<file path="src/rtl/clk_rate_gen.sv">
// NCO rate generator: phase accumulator emits a tick on every carry, clk_out is the registered accumulator MSB.
// Latency: first add in the first RUN cycle; tick/clk_out are registered (one cycle after the add).
// Backpressure: cfg_ready is low while running; config offers are only taken in IDLE/DONE.
module clk_rate_gen #(
    parameter int CLK_REF_RATE_HZ = 100000000,
    parameter int ACC_WIDTH       = 32,
    parameter int COUNTER_WIDTH   = 32
) (
    input  logic                     clk_ref,
    input  logic                     reset_in_n,
    input  logic                     cfg_valid,
    output logic                     cfg_ready,
    input  logic [ACC_WIDTH-1:0]     cfg_incr,
    input  logic [COUNTER_WIDTH-1:0] cfg_burst,
    input  logic                     start,
    input  logic                     stop,
    output logic                     busy,
    output logic                     done,
    output logic                     tick,
    output logic                     clk_out,
    output logic [COUNTER_WIDTH-1:0] tick_count
);

    if (CLK_REF_RATE_HZ <= 0) begin : g_bad_rate
        $error("clk_rate_gen: CLK_REF_RATE_HZ must be positive");
    end

    typedef enum logic [1:0] {
        IDLE = 2'd0,
        RUN  = 2'd1,
        DONE = 2'd2
    } state_t;

    state_t                   state;
    state_t                   state_nxt;
    logic [ACC_WIDTH-1:0]     acc;
    logic [ACC_WIDTH-1:0]     acc_nxt;
    logic [ACC_WIDTH-1:0]     incr_r;
    logic [ACC_WIDTH-1:0]     incr_nxt;
    logic [COUNTER_WIDTH-1:0] burst_r;
    logic [COUNTER_WIDTH-1:0] burst_nxt;
    logic [COUNTER_WIDTH-1:0] count_nxt;
    logic [COUNTER_WIDTH-1:0] count_inc;
    logic                     tick_nxt;
    logic                     clk_out_nxt;
    logic                     done_nxt;
    logic [ACC_WIDTH:0]       sum;
    logic                     cfg_accept;
    logic                     carry;
    logic                     last_tick;

    assign cfg_ready  = (state != RUN);
    assign cfg_accept = cfg_valid & cfg_ready;
    assign sum        = {1'b0, acc} + {1'b0, incr_r};
    assign carry      = sum[ACC_WIDTH];
    assign count_inc  = tick_count + COUNTER_WIDTH'(1);
    // burst_r == 0 means continuous, so the final-carry compare must never fire then
    assign last_tick  = carry && (burst_r != '0) && (count_inc == burst_r);

    always_comb begin
        state_nxt   = state;
        acc_nxt     = acc;
        incr_nxt    = incr_r;
        burst_nxt   = burst_r;
        count_nxt   = tick_count;
        tick_nxt    = 1'b0;
        clk_out_nxt = 1'b0;
        done_nxt    = done;

        if (cfg_accept) begin
            incr_nxt  = cfg_incr;
            burst_nxt = cfg_burst;
            done_nxt  = 1'b0;
        end

        case (state)
            IDLE, DONE: begin
                if (start && !stop) begin
                    state_nxt = RUN;
                    acc_nxt   = '0;
                    count_nxt = '0;
                    done_nxt  = 1'b0;
                end
            end
            RUN: begin
                // stop discards any carry produced in the same cycle
                if (stop) begin
                    state_nxt = IDLE;
                    acc_nxt   = '0;
                end else begin
                    tick_nxt = carry;
                    if (carry) begin
                        count_nxt = count_inc;
                    end
                    if (last_tick) begin
                        state_nxt = DONE;
                        done_nxt  = 1'b1;
                    end else begin
                        acc_nxt     = sum[ACC_WIDTH-1:0];
                        clk_out_nxt = sum[ACC_WIDTH-1];
                    end
                end
            end
            default: begin
                state_nxt = IDLE;
                acc_nxt   = '0;
            end
        endcase
    end

    always_ff @(posedge clk_ref or negedge reset_in_n) begin
        if (!reset_in_n) begin
            state      <= IDLE;
            acc        <= '0;
            incr_r     <= '0;
            burst_r    <= '0;
            tick_count <= '0;
            tick       <= 1'b0;
            clk_out    <= 1'b0;
            done       <= 1'b0;
            busy       <= 1'b0;
        end else begin
            state      <= state_nxt;
            acc        <= acc_nxt;
            incr_r     <= incr_nxt;
            burst_r    <= burst_nxt;
            tick_count <= count_nxt;
            tick       <= tick_nxt;
            clk_out    <= clk_out_nxt;
            done       <= done_nxt;
            busy       <= (state_nxt == RUN);
        end
    end

endmodule

</file>
<file path="config.mk">
export PLATFORM = sky130hd
export DESIGN_NAME = clk_rate_gen
export DESIGN_NICKNAME = d
export VERILOG_FILES = /design/src/rtl/clk_rate_gen.sv
export SDC_FILE = /design/constraint.sdc
export NUM_CORES = 1
export LEC_CHECK = 0
export CORE_UTILIZATION = 51
export CTS_CLUSTER_DIAMETER = 200
export DETAILED_ROUTE_END_ITERATION = 16
export GPL_TIMING_DRIVEN = 1
export PLACE_DENSITY = 0.77
export SLEW_MARGIN = 20
export SYNTH_ARGS = -nofsm -noshare
export SYNTH_HDL_FRONTEND = slang
export SYNTH_SLANG_ARGS = --single-unit
</file>
<file path="constraint.sdc">
create_clock -name clk_ref -period 3.4 [get_ports clk_ref]
set_input_delay 0.34 -clock clk_ref [delete_from_list [all_inputs] [get_ports clk_ref]]
set_output_delay 0.34 -clock clk_ref [all_outputs]
set_load 0.005 [all_outputs]
</file>
==> results.ini <==
[outcome]
status = complete, but fails checks
violations = hold timing

[clock_network]
htreeDepth = 4
cts_tree = built
clockBufferDepth = 2
clkLatencyLatePin_ns = 0.42
cts.sinks = 134
cts_inserted_buffers = 17
clk_pin_slew_ns = 0.06
cts-root-buf = clkbuf_16

[placement]
place_ws_ns = -0.138
postPlaceCellArea_um2 = 10300
io_buffers = 105
routabilityCongestion = 0.918
place.detailed.hpwl_um = 16100

[logic_synthesis]
synth_compound_area_frac = 0.180
synth_ff_type = dfrtp_1
synth.cell_area_um2 = 8450
synth.avg_cell_area_um2 = 9.43
ys_seq_area_frac = 0.397
ys_seq_elements = 134
syn-num-nets = 999
async_flop_share = 1.00
yosys.area.top_type_share = 0.397
synth_edf_count = 0
synth_simple_gate_area_share = 0.182
yosys_warnings = 0
synth_adder_area_share = 0.0524
syn_inst = 896
yosys.cell_count.top_type = dfrtp_1
synth_xor_area_frac = 0.0664
netlist_top_cells_count = dfrtp_1 (134), nand2_1 (92), o21ai_0 (65), mux2_2 (64), xnor2_1 (43)
yosys.cell_types.count = 67
yosys-top-cells-area = dfrtp_1 (40%), mux2_2 (8.5%), ha_1 (4.9%)
yosysTopAreaCell = dfrtp_1
muxShareOfSynthArea = 0.0889
synth_top_family_by_area = simple AND/OR/NAND/NOR gates

[global_routing]
first_global_vias = 7293
grt_pass1_wl_um = 36100
overflow = 0
antenna_found_initial = 0
grt_use_total = 0.274
grt_max_degree = 86

[timing]
skew_ns = 0.0118
final_max_slew_viol_count = 0
layout_min_cycle_time_ns = 3.36
rsz0062_at_grt = yes
finalCritPeriodShare = 0.989
slew-limit-headroom = 0.362
timing.fmax_ghz = 0.297
hold_viol_final = 18
worstMarginPinSlew_ns = 0.957
setup_violations = 0
setup_slack_ns = 0.0365
holdWs_ns = -0.0206

[critical_path]
critPathCaptureType = register
reg2reg_slack_ns = 0.04
r2r-end = acc[0]
crit_path_max_fanout = 8
reg2regPathDepth = 9
startpoint_type = register
worstSetupPathType = register to register
crit_arrival_ns = 3.67
reg2reg_from = tick_count[1]
required_ns = 3.71

[worst_hold_path]
hp-class = primary input to async pin

[drt]
wl_per_cell_um = 17.9
drtAntennaViolNets = 0
drc_errors = 0
wirelength_um = 23500
drt_pre_antenna_iters = 5
num_vias = 7874
drt_iter0_drc = 941
via_per_inst = 6.01

[final_layout]
finalInstanceArea_um2 = 11300
num-fill-cells = 1234
nets = 1184
drive_gt1_frac = 0.227
diodes = 0
syn_to_final_growth_pct = 33.4

[pwr]
power_density_nw_per_um2 = 481
power.leakage_nw = 4.82
peakVddDrop_v = 0.000481

[die]
initial_core_util = 0.528
ios = 106
core_um2 = 16000
rows = 46
die_x_um = 131
chipHeight_um = 131
die_area_um2 = 17100

[run]
drv_cap = 0

-- sequential cells by signal (all words and copies together) (netlist names) --
name and flops:
acc 32, burst_r 32, busy 1, clk_out 1, done 1, incr_r 32, state 2, tick 1
tick_count 32
-- final cells by class --
type / count / area [µm²] / area share
clock inverters: 12 / 128 / 0.0113
multi-input cells: 693 / 4990 / 0.443
flip-flops and latches: 134 / 3360 / 0.298
well taps: 216 / 270 / 0.0240
inverters: 18 / 67.6 / 0.00599
repair buffers: 217 / 1990 / 0.177
clock buffers: 20 / 467 / 0.0414
-- what timing repair did --
action	CTS	global route
gates cloned	0	3
gates resized for setup	10	21
buffers inserted	0	18
endpoints found under the setup margin	39	60
hold buffers	0	0
pin swaps	2	17
-- power by group --
group | total [mW] | switching (mW) | internal, mW
logic | 1.61 | 0.845 | 0.761
clock network | 1.85 | 0.713 | 1.13
registers | 1.97 | 0.168 | 1.80
-- per-layer routing --
metal / track usage / routed length, µm / vias to the layer above / share of wire
li1: - / - / 3686 / -
met1: 0.366 / 10100 / 3778 / 0.43
met2: 0.444 / 11200 / 345 / 0.48
met3: 0.0546 / 1650 / 65 / 0.070
met4: 0.0994 / 526 / 0 / 0.022
met5: 0 / 0 / - / 0
-- worst max-delay path by stage --
stage             startpoint      to  slack (ns)  cells after the start
2_1_floorplan  tick_count[0]  acc[0]       0.009                     10
3_3_place_gp   tick_count[0]    busy       -0.06                     10
3_5_place_dp   tick_count[0]    busy       -0.14                     10
4_1_cts        tick_count[0]  acc[0]       0.002                      9
5_1_grt        tick_count[1]  acc[0]       -0.07                      9
6_report       tick_count[1]  acc[0]        0.04                      9
-- cells by family after synthesis --
logic type / after synthesis
flops: 134
compound gates: 235
xor+xnor: 64
simple gates: 292
fa+ha+maj: 35
buf+inv: 69
mux: 67
-- through the flow --
step	util	total power, mW	cells	setup TNS [ns]	hold slack, ns
6_report	0.704	5.42	1310	0	-0.0206
5_1_grt	0.704	5.70	1310	-0.965	0.0405
4_1_cts	0.686	5.39	1289	0	0.00774
3_5_place_dp	0.647	3.52	1257	-1.50	0.450
3_3_place_gp	0.647	3.49	1257	-0.412	0.454
2_1_floorplan	-	3.05	896	0	0.0444
-- critical path: stages, from the launching register on --
cell and delay [ns]:
dfrtp_1 0.42, ha_4 0.19, and4_4 0.30, nand3_4 0.11
or4_4 0.57, xnor2_2 0.14, nand4_1 0.11, or4_4 0.58
or4b_4 0.58, a32o_1 0.24
-- layout by cell type, fill, tap and decap left out, types with 5 or more instances in the layout --
master | netlist | final
dfrtp_1 | 134 | 130
clkdlybuf4s50_1 | 0 | 104
buf_4 | 4 | 101
nand2_1 | 92 | 90
o21ai_0 | 65 | 64
mux2_2 | 64 | 64
xnor2_1 | 43 | 41
nor2_1 | 40 | 40
o31ai_1 | 39 | 39
a21oi_1 | 39 | 39
ha_1 | 33 | 31
nand3_1 | 28 | 25
xor2_1 | 21 | 21
nor4_1 | 24 | 20
clkbuf_16 | 0 | 18
inv_1 | 17 | 17
nand4_1 | 17 | 17
a21o_1 | 17 | 17
nor3_1 | 15 | 15
and2_1 | 12 | 12
or3_1 | 11 | 11
nand2b_1 | 11 | 11
a31oi_1 | 10 | 10
a211oi_1 | 11 | 10
and3_1 | 9 | 8
o21ai_1 | 7 | 8
o211ai_1 | 7 | 7
and4_1 | 7 | 6
nor2b_1 | 5 | 5
o21a_1 | 5 | 5
buf_6 | 0 | 5
buf_12 | 0 | 5
Power figures use the tool's default switching activity.
